$ cat config.mk
export PLATFORM = sky130hd
export DESIGN_NAME = div_arbiter
export DESIGN_NICKNAME = d
export VERILOG_FILES = /design/src/rtl/div_ctrl_pkg.sv /design/src/rtl/div_arbiter_divider.sv /design/src/rtl/div_arbiter.sv
export SDC_FILE = /design/constraint.sdc
export NUM_CORES = 1
export LEC_CHECK = 0
export ABC_CLOCK_PERIOD_IN_PS = 3100
export BUFFER_PORTS_ARGS = -buffer_cell sky130_fd_sc_hd__buf_2
export CAP_MARGIN = 30
export CORE_ASPECT_RATIO = 0.9
export CORE_MARGIN = 8
export CORE_UTILIZATION = 50
export DETAILED_ROUTE_END_ITERATION = 7
export GPL_TIMING_DRIVEN = 0
export HOLD_SLACK_MARGIN = 0.12
export PLACE_DENSITY = 0.8
export SYNTH_ARGS = -nofsm -noshare
export SYNTH_HDL_FRONTEND = slang
export SYNTH_SLANG_ARGS = --single-unit
export TNS_END_PERCENT = 10
$ cat constraint.sdc
create_clock -name clk -period 3.1 [get_ports clk]
set_input_delay 0.155 -clock clk [delete_from_list [all_inputs] [get_ports clk]]
set_output_delay 0.155 -clock clk [all_outputs]
set_load 0.03 [all_outputs]
$ cat src/rtl/div_ctrl_pkg.sv
// Shared types and constants for the divider request arbiter.
package div_ctrl_pkg;

  localparam int unsigned N_PORTS = 2;
  localparam int unsigned DATA_W  = 8;
  localparam int unsigned CNT_W   = 4;
  localparam logic [DATA_W-1:0] DIV0_Q = 8'hFF;

  typedef enum logic [1:0] {
    IDLE  = 2'd0,
    ISSUE = 2'd1,
    WAIT  = 2'd2,
    DONE  = 2'd3
  } state_t;

endpackage

$ cat src/rtl/div_arbiter_divider.sv
// 8-bit iterative signed divider: restoring division on magnitudes, one
// quotient bit per clock, sign fix-up folded into the final iteration.
// The counter has no reset on purpose: an operation in flight survives the
// controller's reset, and any power-up value drains down to zero (ready).
module divider
  import div_ctrl_pkg::*;
(
  input  logic              clk,
  input  logic              start,
  input  logic [DATA_W-1:0] dividend,
  input  logic [DATA_W-1:0] divisor,
  output logic              ready,
  output logic [DATA_W-1:0] quotient,
  output logic [DATA_W-1:0] remainder
);

  logic [CNT_W-1:0]  cnt;
  logic [DATA_W-1:0] acc;
  logic [DATA_W-1:0] rem;
  logic [DATA_W-1:0] dmag;
  logic              neg_q;
  logic              neg_r;

  logic [DATA_W:0]   trial;
  logic              fits;
  logic [DATA_W-1:0] rem_nxt;
  logic [DATA_W-1:0] acc_nxt;

  assign ready = (cnt == CNT_W'(0));

  // One restoring-division step on the current partial remainder.
  always_comb begin
    trial   = {rem, acc[DATA_W-1]};
    fits    = (trial >= {1'b0, dmag});
    rem_nxt = fits ? DATA_W'(trial - {1'b0, dmag}) : trial[DATA_W-1:0];
    acc_nxt = {acc[DATA_W-2:0], fits};
  end

  // Load magnitudes on start, iterate, publish signed results on the last step.
  always_ff @(posedge clk) begin
    if (cnt == CNT_W'(0)) begin
      if (start) begin
        acc   <= dividend[DATA_W-1] ? DATA_W'(-dividend) : dividend;
        dmag  <= divisor[DATA_W-1] ? DATA_W'(-divisor) : divisor;
        rem   <= '0;
        neg_q <= dividend[DATA_W-1] ^ divisor[DATA_W-1];
        neg_r <= dividend[DATA_W-1];
        cnt   <= CNT_W'(DATA_W);
      end
    end else begin
      acc <= acc_nxt;
      rem <= rem_nxt;
      cnt <= cnt - CNT_W'(1);
      if (cnt == CNT_W'(1)) begin
        quotient  <= neg_q ? DATA_W'(-acc_nxt) : acc_nxt;
        remainder <= neg_r ? DATA_W'(-rem_nxt) : rem_nxt;
      end
    end
  end

endmodule

$ cat src/rtl/div_arbiter.sv
// Two-port round-robin arbiter in front of a shared iterative signed divider.
// Divide-by-zero is answered locally without touching the core.
module div_arbiter #(
  parameter int unsigned N_PORTS = div_ctrl_pkg::N_PORTS,
  parameter logic [7:0]  DIV0_Q  = div_ctrl_pkg::DIV0_Q
) (
  input  logic       clk,
  input  logic       rst_n,
  input  logic       req0,
  input  logic       req1,
  input  logic [7:0] dividend0,
  input  logic [7:0] divisor0,
  input  logic [7:0] dividend1,
  input  logic [7:0] divisor1,
  output logic       gnt0,
  output logic       gnt1,
  output logic       done0,
  output logic       done1,
  output logic       err0,
  output logic       err1,
  output logic [7:0] quotient,
  output logic [7:0] remainder,
  output logic       busy
);
  import div_ctrl_pkg::*;

  localparam int unsigned PTR_W = (N_PORTS > 1) ? $clog2(N_PORTS) : 1;

  state_t            state;
  logic [PTR_W-1:0]  last_port;
  logic [PTR_W-1:0]  cur_port;
  logic [PTR_W-1:0]  pick;
  logic [DATA_W-1:0] pick_dd;
  logic [DATA_W-1:0] pick_dv;
  logic [DATA_W-1:0] op_dd;
  logic [DATA_W-1:0] op_dv;
  logic              first_wait;

  logic              core_start;
  logic              core_ready;
  logic [DATA_W-1:0] core_q;
  logic [DATA_W-1:0] core_r;

  assign core_start = (state == ISSUE);

  // Round-robin choice: on a tie the port not served last wins.
  always_comb begin
    if (req0 && req1) begin
      pick = (last_port == PTR_W'(0)) ? PTR_W'(1) : PTR_W'(0);
    end else if (req1) begin
      pick = PTR_W'(1);
    end else begin
      pick = PTR_W'(0);
    end
    pick_dd = (pick == PTR_W'(1)) ? dividend1 : dividend0;
    pick_dv = (pick == PTR_W'(1)) ? divisor1  : divisor0;
  end

  // Controller FSM with registered grant, pulse and result outputs.
  always_ff @(posedge clk or negedge rst_n) begin
    if (!rst_n) begin
      state      <= IDLE;
      last_port  <= PTR_W'(1);
      cur_port   <= PTR_W'(0);
      op_dd      <= '0;
      op_dv      <= '0;
      first_wait <= 1'b0;
      gnt0       <= 1'b0;
      gnt1       <= 1'b0;
      done0      <= 1'b0;
      done1      <= 1'b0;
      err0       <= 1'b0;
      err1       <= 1'b0;
      busy       <= 1'b0;
      quotient   <= '0;
      remainder  <= '0;
    end else begin
      done0 <= 1'b0;
      done1 <= 1'b0;
      err0  <= 1'b0;
      err1  <= 1'b0;
      case (state)
        IDLE: begin
          if (req0 || req1) begin
            cur_port <= pick;
            op_dd    <= pick_dd;
            op_dv    <= pick_dv;
            gnt0     <= (pick == PTR_W'(0));
            gnt1     <= (pick == PTR_W'(1));
            busy     <= 1'b1;
            if (pick_dv == '0) begin
              quotient  <= DIV0_Q;
              remainder <= pick_dd;
              done0     <= (pick == PTR_W'(0));
              done1     <= (pick == PTR_W'(1));
              err0      <= (pick == PTR_W'(0));
              err1      <= (pick == PTR_W'(1));
              state     <= DONE;
            end else begin
              state <= ISSUE;
            end
          end
        end
        ISSUE: begin
          if (core_ready) begin
            first_wait <= 1'b1;
            state      <= WAIT;
          end
        end
        WAIT: begin
          if (first_wait) begin
            first_wait <= 1'b0;
          end else if (core_ready) begin
            quotient  <= core_q;
            remainder <= core_r;
            done0     <= (cur_port == PTR_W'(0));
            done1     <= (cur_port == PTR_W'(1));
            state     <= DONE;
          end
        end
        DONE: begin
          gnt0      <= 1'b0;
          gnt1      <= 1'b0;
          busy      <= 1'b0;
          last_port <= cur_port;
          state     <= IDLE;
        end
        default: state <= IDLE;
      endcase
    end
  end

  divider u_core (
    .clk       (clk),
    .start     (core_start),
    .dividend  (op_dd),
    .divisor   (op_dv),
    .ready     (core_ready),
    .quotient  (core_q),
    .remainder (core_r)
  );

endmodule

==> results.md <==
* Status: finished clean
* Pwr/cell area at 1130 nW/um^2
* Setup Fix Bufs, Post-CTS at 0
* Fraction of layout cells with a size suffix above 1 at 15.7%
* Adder-cell share of the synthesized area at 4.75%
* Synth Flop Type: edfxtp_1
* Final Hold Viols at 0
* FF-to-FF Start: u_core.acc[7]
* Starting Density at 51.0%
* Clock share of power at 12.0%
* Final ANT Viol Nets at 0
* Pleak at 2.46 nW
* Largest net degree at the start of global routing at 45
* Synth top area share at 28.2%
* Clock transition at the registers of the reported paths at 0.09 ns
* Slack of the critical path at 0.122 ns
* Initial antenna violation count at 0
* FF+latch area at 2480 um^2
* Diodes inserted at 0
* Top Ports at 59
* CTS tree: done
* Commonest non-fill, non-tap cell in the layout: nand2_1
* Synth Area in Compound Gates at 14.5%
* CTS sink cnt at 90
* Worst Path Max Fanout at 5
* Area taken by multi-input logic gates at 2230 um^2
* Hold Crit Class: in -> reg
* Worst Skew at 0.0115 ns
* Highest-count cells in the layout ignoring fill and taps: 77 x nand2_1, 60 x o21ai_0, 58 x buf_2, 46 x edfxtp_1, 43 x dfrtp_1
* Yosys top cell by area: edfxtp_1
* Via count at 3949
* Root Buffer: clkbuf_8
* Critical Path, Cell by Cell: inv_1, ha_1, inv_1, fa_1, xor2_1, nor3_1, mux2i_1, a2111o_1, a211o_1, a31oi_2
* Die Width at 120 um
* Mean post-synth cell area at 9.84 um^2
* CP max stage delay at 0.47 ns
* Pre-CTS WS at 0.0590 ns
* Min-delay src: divisor1[4]
* RSZ-0062 raised after global routing: true
* GRT met2 Usage at 32.4%
* Worst vdd rail ir drop at 0.513 mV
* Synth cell types at 53
* Detailed Routing Iterations Pass 1 at 5
* Switch share at 44.6%
* Synth warn at 0
* R2R depth at 10
* CP most frequent cell: inv_1
* Routed wire length at 11.6 mm
* FF-to-FF setup slack at 0.12 ns
* Worst Path Arrival at 3.16 ns
* Area growth from synthesis to layout at 16.7%
* WS Path Type: reg -> reg
* Post-synthesis sequential area ratio at 50.7%
* Grt ovf at 0
* Tcrit/Tclk final at 96.1%
* Syn Nets at 552
* Startpoint types: flip-flop
* Gp weighted congestion at 0.842
* Cells after Synth at 498
* Total negative slack at 0 ns
* Logic gate share of total power at 51.5%
* Slew Viols, Final at 0
* Met3 Usage GRT at 4.00%
* CP max-delay cell: edfxtp_1
* Die area at 13200 um^2
* Worst path required time at 3.28 ns
* First-pass GRT wire length at 19.3 mm
* Register share of total power at 36.4%
* Max Cap Viol at 0
* Reg2reg end: u_core.remainder[7]
* Fmax at 336 MHz
* Grt met1 use at 20.8%
* Worst Setup End Kind: flip-flop
* Hold path endpoint: op_dv[4]
* Final setup violating endpoints at 0
* Detailed Route Iter0 Violations at 184
* Clock H-tree levels at 3
* Core Box Area at 9610 um^2
* Post-synth EDFFs at 46
* Vias per cell at 5.55
* Slew HR at 35.6%
* Grt peak-use layer: met2
* Clk_lat worst skew at 0.36 ns
* GR Util All Layers at 18.1%
* Slew @ Worst Pin at 0.964 ns
* # nets final at 635
* Post-synthesis mux area share at 4.11%
* Vias in the first global route at 4138
* FP Rows at 34
* Dpl hpwl at 8.61 mm
* Largest family of logic cells by synthesized area: simple AND/OR/NAND/NOR gates
* DR WL/cell at 16.3 um
* Die height at 110 um
* Cts bufs inserted at 9
* Filler cell count at 827
* Synth Register Bits at 90
* Async S/R FF share, synth at 48.9%
* Int Pwr at 0.00357 W
* Final min period at 2.98 ns
* Syn Std Cell Area at 4900 um^2
* Xor-xnor portion of the synthesized cell area at 5.72%
* Max clock buf depth at 2
* DRC viols at 0
* Top post-synthesis cells by area: edfxtp_1 28%, dfrtp_1 22%, o21ai_0 6.1%
* Psw at 0.00287 W
* IO buf count at 58
* Simple-gate portion of the synthesized area at 16.3%
* Hold path cells at 3
-- flip-flops by register name (all words and copies together) (netlist names), 2 cells and up --
name              count
op_dd                 8
op_dv                 8
quotient              8
remainder             8
u_core.acc            8
u_core.dmag           8
u_core.quotient       8
u_core.rem            8
u_core.remainder      8
u_core.cnt            4
state                 2
-- power by group through the flow --
stage | Clock (W) | Combinational (W) | Sequential, W
finish | 0.000775 | 0.00331 | 0.00235
floorplan | 0 | 0.00220 | 0.00249
CTS | 0.000790 | 0.00327 | 0.00234
detailed placement | 0 | 0.00323 | 0.00237
global placement | 0 | 0.00306 | 0.00233
global route | 0.000825 | 0.00370 | 0.00240
-- worst max-delay path: cells and delay by family (launching register included) --
kind	cells	cell delay, ns
compound gates	3	0.96
fa+ha+maj	2	0.61
flops	1	0.47
xor+xnor	1	0.23
simple gates	1	0.21
mux	1	0.17
buf+inv	2	0.15
-- cell type report --
class                           instances  area share [%]
Inverter                               24            1.58
Buffer                                 20            1.75
Sequential cell                        90            43.4
Tap cell                              126            2.76
Clock buffer                           10            2.60
Timing Repair Buffer                   73            7.99
Multi-Input combinational cell        363            39.1
Clock inverter                          6           0.788
-- Yosys cell counts (all sizes together), types with 2 or more instances --
cell	n
nand2b	9
dfrtp	43
o31ai	7
or3	7
and3	3
a211o	2
xor2	11
nor4b	2
o211ai	3
or4	3
nand3	5
mux2i	19
o21ai	61
nor3	7
a211oi	3
buf	4
edfxtp	46
ha	17
clkbuf	17
inv	24
nor2	33
a21oi	31
o21a	2
and2	3
a31oi	3
nor3b	2
a21o	2
nand2	77
xnor2	21
nor4	5
nor2b	11
-- stage by stage --
step | utilization [%] | instance area (um^2) | std cells | hold slack [ns] | total power (W)
after floorplan | - | 4900 | 498 | -0.141 | 0.00469
after global placement | 55.6 | 5350 | 682 | 0.349 | 0.00539
after detailed placement | 55.8 | 5370 | 683 | 0.363 | 0.00559
after CTS | 59.1 | 5680 | 711 | 0.120 | 0.00640
after global routing | 59.5 | 5720 | 712 | 0.155 | 0.00693
final | 59.5 | 5720 | 712 | 0.133 | 0.00643
-- what timing repair did --
action,CTS,global route
hold endpoints to repair,49,0
endpoints found under the setup margin,1,5
hold buffers,12,0
gates resized for setup,1,1
-- kinds of logic (layout without fill, tap and decap cells) --
group / after synthesis / after routing
simple gates: 169 / 169
compound gates: 124 / 124
flops: 90 / 90
buf+inv: 45 / 133
xor+xnor: 32 / 32
mux: 20 / 20
fa+ha+maj: 18 / 18
-- worst max-delay path by stage --
| stage | startpoint | to | slack [ns] | cells past startpoint |
|---|---|---|---|---|
| global route | u_core.acc[7] | u_core.remainder[7] | -0.03 | 10 |
| detailed placement | u_core.acc[7] | u_core.remainder[7] | 0.06 | 10 |
| CTS | u_core.rem[2] | u_core.quotient[4] | 0.03 | 11 |
| finish | u_core.acc[7] | u_core.remainder[7] | 0.12 | 10 |
| floorplan | u_core.cnt[0] | u_core.quotient[0] | 0.23 | 3 |
| global placement | u_core.cnt[0] | u_core.remainder[7] | -0.55 | 3 |
-- metal layers --
metal  share of wire, %  vias up
met5                  0        -
met4                2.5        0
met2                 51      105
met3                5.6       23
li1                   -     1915
met1                 40     1906
Note: power is estimated with default switching activity, not from simulation.
